<file path="src/rtl/beat_packer.sv">
// Reassembles out-of-order 512-bit read beats into 1024-bit words and writes them in ascending word order.
// Optional macro BEAT_PACKER_HALF_SWAP_EN places the half-0 beat in the upper half of each assembled word.
module beat_packer #(
    parameter int SLOTS = 4,
    parameter int TAG_W = 2
) (
    input  logic              clk,
    input  logic              rst,
    input  logic              start,
    input  logic [15:0]       word_count,
    input  logic              beat_valid,
    input  logic [TAG_W-1:0]  beat_tag,
    input  logic              beat_half,
    input  logic [511:0]      beat_data,
    input  logic              wr_finish,
    output logic [1023:0]     data,
    output logic              wrreq,
    output logic              credit,
    output logic [TAG_W-1:0]  credit_tag,
    output logic              done,
    output logic              err
);

    typedef enum logic [1:0] {IDLE, RUN, DONE} state_t;

    state_t             state_q;
    logic [511:0]       lo_q [SLOTS];
    logic [511:0]       hi_q [SLOTS];
    logic [SLOTS-1:0]   vLo_q, vHi_q, vLo_d, vHi_d;
    logic [TAG_W-1:0]   head_q;
    logic [15:0]        emitted_q;
    logic [15:0]        wordCount_q;
    logic [1023:0]      data_q;
    logic               wrreq_q;
    logic               credit_q;
    logic [TAG_W-1:0]   creditTag_q;
    logic               err_q;

    logic               drainEn;
    logic               lastWord;
    logic               beatHit;
    logic               beatDup;
    logic               beatWr;
    logic [1023:0]      headWord;

`ifdef BEAT_PACKER_HALF_SWAP_EN
    assign headWord = {lo_q[head_q], hi_q[head_q]};
`else
    assign headWord = {hi_q[head_q], lo_q[head_q]};
`endif

    // Valid bits are cleared by the drain first, so a beat landing in the slot being drained is kept.
    always_comb begin
        drainEn  = (state_q == RUN) && vLo_q[head_q] && vHi_q[head_q]
                   && (emitted_q < wordCount_q) && !wr_finish;
        lastWord = (emitted_q + 16'd1) == wordCount_q;
        vLo_d    = vLo_q;
        vHi_d    = vHi_q;
        if (drainEn) begin
            vLo_d[head_q] = 1'b0;
            vHi_d[head_q] = 1'b0;
        end
        beatHit = (state_q == RUN) && beat_valid;
        beatDup = beatHit && (beat_half ? vHi_d[beat_tag] : vLo_d[beat_tag]);
        beatWr  = beatHit && !beatDup;
        if (beatWr) begin
            if (beat_half) vHi_d[beat_tag] = 1'b1;
            else           vLo_d[beat_tag] = 1'b1;
        end
    end

    always_ff @(posedge clk) begin
        if (!rst && !start && beatWr) begin
            if (beat_half) hi_q[beat_tag] <= beat_data;
            else           lo_q[beat_tag] <= beat_data;
        end
    end

    always_ff @(posedge clk) begin
        if (rst) begin
            state_q     <= IDLE;
            vLo_q       <= '0;
            vHi_q       <= '0;
            head_q      <= '0;
            emitted_q   <= '0;
            wordCount_q <= '0;
            data_q      <= '0;
            wrreq_q     <= 1'b0;
            credit_q    <= 1'b0;
            creditTag_q <= '0;
            err_q       <= 1'b0;
        end else if (start) begin
            vLo_q       <= '0;
            vHi_q       <= '0;
            head_q      <= '0;
            emitted_q   <= '0;
            err_q       <= 1'b0;
            wordCount_q <= word_count;
            wrreq_q     <= 1'b0;
            credit_q    <= 1'b0;
            state_q     <= (word_count == 16'd0) ? DONE : RUN;
        end else begin
            wrreq_q  <= drainEn;
            credit_q <= drainEn;
            vLo_q    <= vLo_d;
            vHi_q    <= vHi_d;
            if (beatDup) err_q <= 1'b1;
            if (drainEn) begin
                data_q      <= headWord;
                creditTag_q <= head_q;
                head_q      <= head_q + TAG_W'(1);
                emitted_q   <= emitted_q + 16'd1;
            end
            if (state_q == RUN && (wr_finish || (drainEn && lastWord))) state_q <= DONE;
        end
    end

    assign data       = data_q;
    assign wrreq      = wrreq_q;
    assign credit     = credit_q;
    assign credit_tag = creditTag_q;
    assign err        = err_q;
    assign done       = (state_q == DONE);

endmodule
</file>
<file path="config.mk">
export PLATFORM = sky130hd
export DESIGN_NAME = beat_packer
export DESIGN_NICKNAME = d
export VERILOG_FILES = /design/src/rtl/beat_packer.sv
export SDC_FILE = /design/constraint.sdc
export NUM_CORES = 2
export LEC_CHECK = 0
export CAP_MARGIN = 10
export CORE_AREA = 2 2 607 609
export DETAILED_ROUTE_END_ITERATION = 8
export DIE_AREA = 0 0 609 611
export PLACE_DENSITY = 0.75
export REMOVE_ABC_BUFFERS = 1
export SETUP_SLACK_MARGIN = 0.1
export SLEW_MARGIN = 25
export SYNTH_ARGS = -nofsm -noshare
export SYNTH_HDL_FRONTEND = slang
export SYNTH_SLANG_ARGS = --single-unit
</file>
<file path="constraint.sdc">
create_clock -name clk -period 54.9 [get_ports clk]
set_clock_uncertainty 0.05 [all_clocks]
set_input_delay 10.98 -clock clk [delete_from_list [all_inputs] [get_ports clk]]
set_output_delay 10.98 -clock clk [all_outputs]
set_load 0.05 [all_outputs]
</file>
## After elaboration in Yosys (flattened, before gate mapping)

Memories as Yosys holds them, arrays and structs flattened. A register that Yosys moved wholly into a read port is not among the register bits.
Index checks and enable logic that the tools add are counted.

| word-level totals | value |
|---|---|
| flip-flop bits (word level) | 48 |
| RAM bits | 4096 |
| input port bits | 536 |
| output and inout port bits | 1030 |
| word-level logic and storage cells | 77 |
| memories | 2 |

| operators by class | value |
|---|---|
| $add $sub $neg | 2 |
| $lt $le $gt $ge | 5 |
| eq/ne operators | 3 |
| mux-type cells | 28 |
| bitwise operators | 6 |
| reductions and logical operators | 22 |

Memories:

| memory | depth | bits a word | read ports | clocked after memory_dff | wr ports | RTL line | source |
|---|---|---|---|---|---|---|---|
| hi_q | 4 | 512 | 1 | 1 | 1 | 28 | `logic [511:0] hi_q [SLOTS];` |
| lo_q | 4 | 512 | 1 | 1 | 1 | 27 | `logic [511:0] lo_q [SLOTS];` |

Operators by type and width:

| kind | number |
|---|---|
| 4-bit two-way mux | 6 |
| 16-bit by 1-bit adder with 16-bit output, second input constant | 1 |
| 16-bit equality test | 1 |
| 16-bit logical NOT | 1 |
| 16-bit < comparator | 1 |
| 1-bit logical AND | 13 |
| 1-bit two-way mux | 13 |
| 4-bit AND | 2 |
| 1-bit binary-select mux with 2-bit select | 4 |
| 4-bit bitwise OR | 2 |
| 2-bit by 3-bit < comparator with 1-bit output, second input constant | 2 |
| 2-bit two-way mux | 3 |
| 1-bit demux with 2-bit select | 2 |
| 2-bit by 1-bit >= comparator with 1-bit output, second input constant | 2 |
| 1-bit logical NOT | 4 |
| 4-bit inverter | 1 |
| 2-bit by 1-bit adder with 2-bit output, second input constant | 1 |
| 2-bit by 1-bit equality test with 1-bit output, second input constant | 1 |
| 2-bit equality test, second input constant | 1 |
| 2-bit AND reduction | 1 |
| 2-bit nonzero test | 1 |
| 2-bit OR reduction | 1 |
| 1-bit logical OR | 1 |
| 1-bit inverter | 1 |

## Logic depth before layout (Yosys ltp)

| logic depth | value |
|---|---|
| depth in word-level cells | 16 |
| gate-level depth with buffers | 13 |
| gate-level depth less buffers | 9 |

## Least setup slack after synthesis

Ideal clock, no wire load.

| path | value |
|---|---|
| path type | input to register |
| from | input port wr_finish |
| to | memory hi_q[1][0], enable pin |
| library setup time | 2.018 ns |
| data arrival time | 46.916 ns |
| required time | 52.832 ns |
| setup slack | 5.916 ns |
| cell stages on the path | 7 |
| buffers on the path | 0 |
| cell sequence | a211oi_1 o211a_1 nand2_1 o41ai_4 a21oi_1 a2111o_1 nor3_1 |

| on the way | value |
|---|---|
| word-level cells in the longest chain between the ends | 12 |
| elaborated cells between the ends (all ways) | 15 |
| those cells by class | mux: 9; reduce/logical: 6 |

RTL lines:

| item | RTL line | source |
|---|---|---|
| from (decl) | 15 | `input logic wr_finish,` |
| 1-bit logical NOT (*) | 55 | `&& (emitted_q < wordCount_q) && !wr_finish;` |
| 1-bit logical AND (*) | 55 |  |
| 4-bit two-way mux | 59 | `if (drainEn) begin` |
| 1-bit binary-select mux with 2-bit select | 64 | `beatDup = beatHit && (beat_half ? vHi_d[beat_tag] : vLo_d[beat_tag]);` |
| 1-bit two-way mux (implied by the code) | 64 |  |
| 1-bit two-way mux (*) | 64 |  |
| 1-bit logical AND (*) | 64 |  |
| 1-bit logical NOT (*) | 65 | `beatWr = beatHit && !beatDup;` |
| 1-bit logical AND (*) | 65 |  |
| 1-bit logical AND (*) | 73 | `if (!rst && !start && beatWr) begin` |
| 1-bit two-way mux (*) | 73 |  |
| 1-bit two-way mux (implied by the code) (*) | 74 | `if (beat_half) hi_q[beat_tag] <= beat_data;` |
| to (decl) | 28 |  |

Mark *: on every way between the ends. The rest lies on a longest branch, timed or not. The select of a mux whose other input is x is not followed.

## Final worst setup path

| path | value |
|---|---|
| from | input port wr_finish |
| to | memory lo_q[1][312], enable pin |

| on the way | value |
|---|---|
| word-level cells in the longest chain between the ends | 12 |
| elaborated cells between the ends (all ways) | 15 |
| those cells by class | mux: 9; reduce/logical: 6 |

RTL lines:

| item | RTL line | source |
|---|---|---|
| 1-bit logical NOT (*) | 55 |  |
| 1-bit logical AND (*) | 55 |  |
| 4-bit two-way mux | 59 |  |
| 1-bit binary-select mux with 2-bit select | 64 |  |
| 1-bit two-way mux (implied by the code) | 64 |  |
| 1-bit two-way mux (*) | 64 |  |
| 1-bit logical AND (*) | 64 |  |
| 1-bit logical NOT (*) | 65 |  |
| 1-bit logical AND (*) | 65 |  |
| 1-bit logical AND (*) | 73 |  |
| 1-bit two-way mux (*) | 73 |  |
| 1-bit two-way mux (implied by the code) (*) | 75 | `else lo_q[beat_tag] <= beat_data;` |
| to (decl) | 27 |  |

Marks and branches as above.

==> metrics.md <==
| Metric | Value |
|---|---|
| Status | `finished, final reports clean` |
| Post-Synthesis Cells | `10,100` |
| WL per Instance | `28.3 um` |
| WP data required | `55.38 ns` |
| Switching Power | `1.53 mW` |
| Power density over the cells | `34.9 mW/mm^2` |
| TNS Setup | `0 ns` |
| Cell Area, Synth | `0.185 sq mm` |
| Combinational Power Share | `0.014` |
| Reg2reg start | `head_q[0]$_SDFFE_PP0N_` |
| Sequential share of the synthesized area | `0.782` |
| Pleak | `67.8 nW` |
| DRC errors left | `0` |
| Chip Width | `609 um` |
| CTS H-tree lvls | `5` |
| Die area | `0.372 sq mm` |
| Routed via count | `100,000` |
| Final period util | `0.325` |
| First-pass GRT wire length | `693,000 um` |
| Peak supply drop | `0.0000333 V` |
| Via density | `5.85` |
| Max-cap violation count | `0` |
| Pin count of the biggest net entering global routing | `195` |
| Final ANT Viol Nets | `0` |
| Core ar. | `0.365 sq mm` |
| Top Ports | `1,566` |
| CP endpoint | `lo_q[1][312]$_DFFE_PP_` |
| Number of port buffers | `1,565` |
| Ys async rst share | `0` |
| Hpwl dp | `302,000 um` |
| R2R Setup Slk | `46.73 ns` |
| HP Class | `reg2reg` |
| Reg-to-Reg End | `lo_q[1][312]$_DFFE_PP_` |
| Worst reg2reg path depth | `12` |
| Area delta synth->final | `20.3%` |
| Row count | `222` |
| GP Congestion | `0.867` |
| Power Internal | `6.22 mW` |
| YS warnings | `0` |
| Max frequency | `0.0560 GHz` |
| Worst Setup SP | `wr_finish` |
| Crit start category | `input pin` |
| Nets | `12,300` |
| Most frequent cells in the layout | `4,096 x edfxtp_1, 2,076 x nand2_1, 1,564 x clkdlybuf4s50_1` |
| RSZ-0062 raised after global routing | `no` |
| Initial core utilization | `0.506` |
| GRT Overall Usage | `0.253` |
| Fin util | `0.609` |
| Number of global-route vias before repair | `101,000` |
| Setup bufs post-CTS | `0` |
| Tightest Pin Transition | `1.16 ns` |
| Flop pwr share | `0.545` |
| Clock share of power | `0.441` |
| Global route overflow | `0` |
| Tmin final | `17.84 ns` |
| Most used DFF post-synth | `edfxtp_1` |
| Critical Path AT | `18.33 ns` |
| Commonest non-fill, non-tap cell in the layout | `edfxtp_1` |
| CTS buffer count | `481` |
| Post-cts hold buffer count | `0` |
| Root buf cell | `clkbuf_16` |
| WL final | `484,000 um` |
| Largest fanout on the critical path | `53` |
| DRT Pass-1 Iters | `6` |
| Max clock buf depth | `4` |
| DIE HEIGHT | `611 um` |
| CTS tree | `done` |
| Headroom to the max-slew limit | `0.227` |
| CP Class | `in2reg` |
| Clock sink count | `5,168` |
| Final Hold Vio Count | `0` |
| Register bit count reported by yosys | `5,168` |
| Max Slew Vio Count | `0` |
| Setup violators final | `0` |
| Crit end category | `register` |
| Distinct cells, synth | `50` |
| Sw Share | `0.197` |
| CTS-repair resized insts | `0` |
| Initial DRC Count | `11,200` |
| Number of synthesized flops with an enable pin | `4,096` |
| Clock Pin Slew Worst Setup and Hold Paths | `0.06 ns` |
| Clock latency on the worst-skew pair | `1.01 ns` |
| Average size of a mapped cell | `18.2 sq um` |
| Share of layout cells above drive strength 1 | `0.160` |
| Antenna violations before repair | `150` |
==> metal layers <==
layer  GRT usage  up-vias  share of wire
li1            -    42400              -
met3      0.0589     1079          0.087
met2       0.408     4885           0.49
met5           0        -        0.00097
met4       0.146       74          0.061
met1       0.314    51900           0.36
==> how the worst min path moves through the flow <==
stage                      startpoint                     end  depth (start not counted)
2_1_floorplan     vHi_q[3]$_SDFF_PP0_     vHi_q[3]$_SDFF_PP0_                          2
3_3_place_gp   data[683]$_SDFFE_PP0P_  data[683]$_SDFFE_PP0P_                          2
3_5_place_dp    data[26]$_SDFFE_PP0P_   data[26]$_SDFFE_PP0P_                          2
4_1_cts         data[26]$_SDFFE_PP0P_   data[26]$_SDFFE_PP0P_                          2
5_1_grt        data[467]$_SDFFE_PP0P_  data[467]$_SDFFE_PP0P_                          2
6_report       data[290]$_SDFFE_PP0P_  data[290]$_SDFFE_PP0P_                          2
==> layout make-up <==
class                      instances  area, sq um
antenna                          112          280
clock buffer                     640        13400
clock inverter                   273         3100
fill                           25100       143000
inverter                          23         86.3
multi-input combinational       4370        37800
sequential                      5168       144000
tap                             4816         6030
timing repair buffer            1723        17100
==> worst max-delay path, cell delays in order <==
cell and delay [ns]:
clkdlybuf4s50_1 0.47, a211oi_1 0.24, o211a_1 0.21, nand2_1 0.09, o41ai_4 0.55, a21oi_1 0.23, a21oi_1 0.55, and3_4 0.88
buf_4 0.76, buf_4 0.79, buf_4 0.73, buf_4 0.79, buf_4 0.69
==> sequential cells by signal (all words and copies together) (netlist names) <==
name         count
wordCount_q     16
vLo_q            4
credit_tag       2
credit           1
head_q           2
lo_q          2048
state_q          2
emitted_q       16
data          1024
vHi_q            4
err              1
hi_q          2048
==> logic make-up (layout without fill, tap and decap cells) <==
group / count (synthesis) / in the layout / share of synthesized area
other: 0 / 112 / 0
buffers and inverters: 610 / 2659 / 0.0135
AOI/OAI and AO/OA: 1078 / 1078 / 0.0299
xor gates and xnor gates: 38 / 38 / 0.00180
and+or+nand+nor: 2192 / 2192 / 0.0455
muxes: 1041 / 1041 / 0.126
DFF: 5168 / 5168 / 0.782
adders and majority gates: 21 / 21 / 0.00142
==> cells in the mapped netlist (all sizes together) (2+ instances only) <==
cell     count  area, sq um
edfxtp    4096       123000
nand2     2076         7790
dfxtp     1072        21500
a21oi     1042         5220
mux4      1024        23100
clkbuf     449         1690
buf        138          728
nor2        46          173
inv         23         86.3
ha          21          263
xor2        20          175
xnor2       18          158
mux2i       17          170
nand4       16          100
and3        11         68.8
nand3        9         45.0
a211oi       6         45.0
nor3         6         30.0
nand2b       5         31.3
nor4         5         31.3
a31oi        4         25.0
and2         4         25.0
o21ai        4         20.0
a211o        3         26.3
nand4b       3         26.3
nor2b        3         18.8
o31ai        3         22.5
a2111oi      2         17.5
a32o         2         20.0
and4         2         17.5
o211ai       2         15.0
==> stage by stage <==
step | total power [mW] | cells | worst slack (ns) | hold WS, ns | area (sq um)
floorplan | 4.32 | 9561 | -24.97 | 0.392 | 182000
global placement | 4.41 | 16100 | 36.45 | 0.393 | 205000
detailed placement | 4.42 | 16100 | 36.21 | 0.396 | 205000
CTS | 7.79 | 17000 | 37.20 | 0.405 | 222000
global route | 7.94 | 17100 | 36.83 | 0.421 | 222000
finish | 7.75 | 17100 | 37.06 | 0.404 | 222000
==> power by group through the flow <==
stage               clock network [mW]  logic (mW)  registers (mW)
floorplan                            0     0.00823            4.32
global placement                     0       0.102            4.31
detailed placement                   0       0.108            4.31
CTS                               3.46       0.109            4.23
global route                      3.60       0.116            4.22
finish                            3.41       0.110            4.23
(Power assumes the default switching activity.)
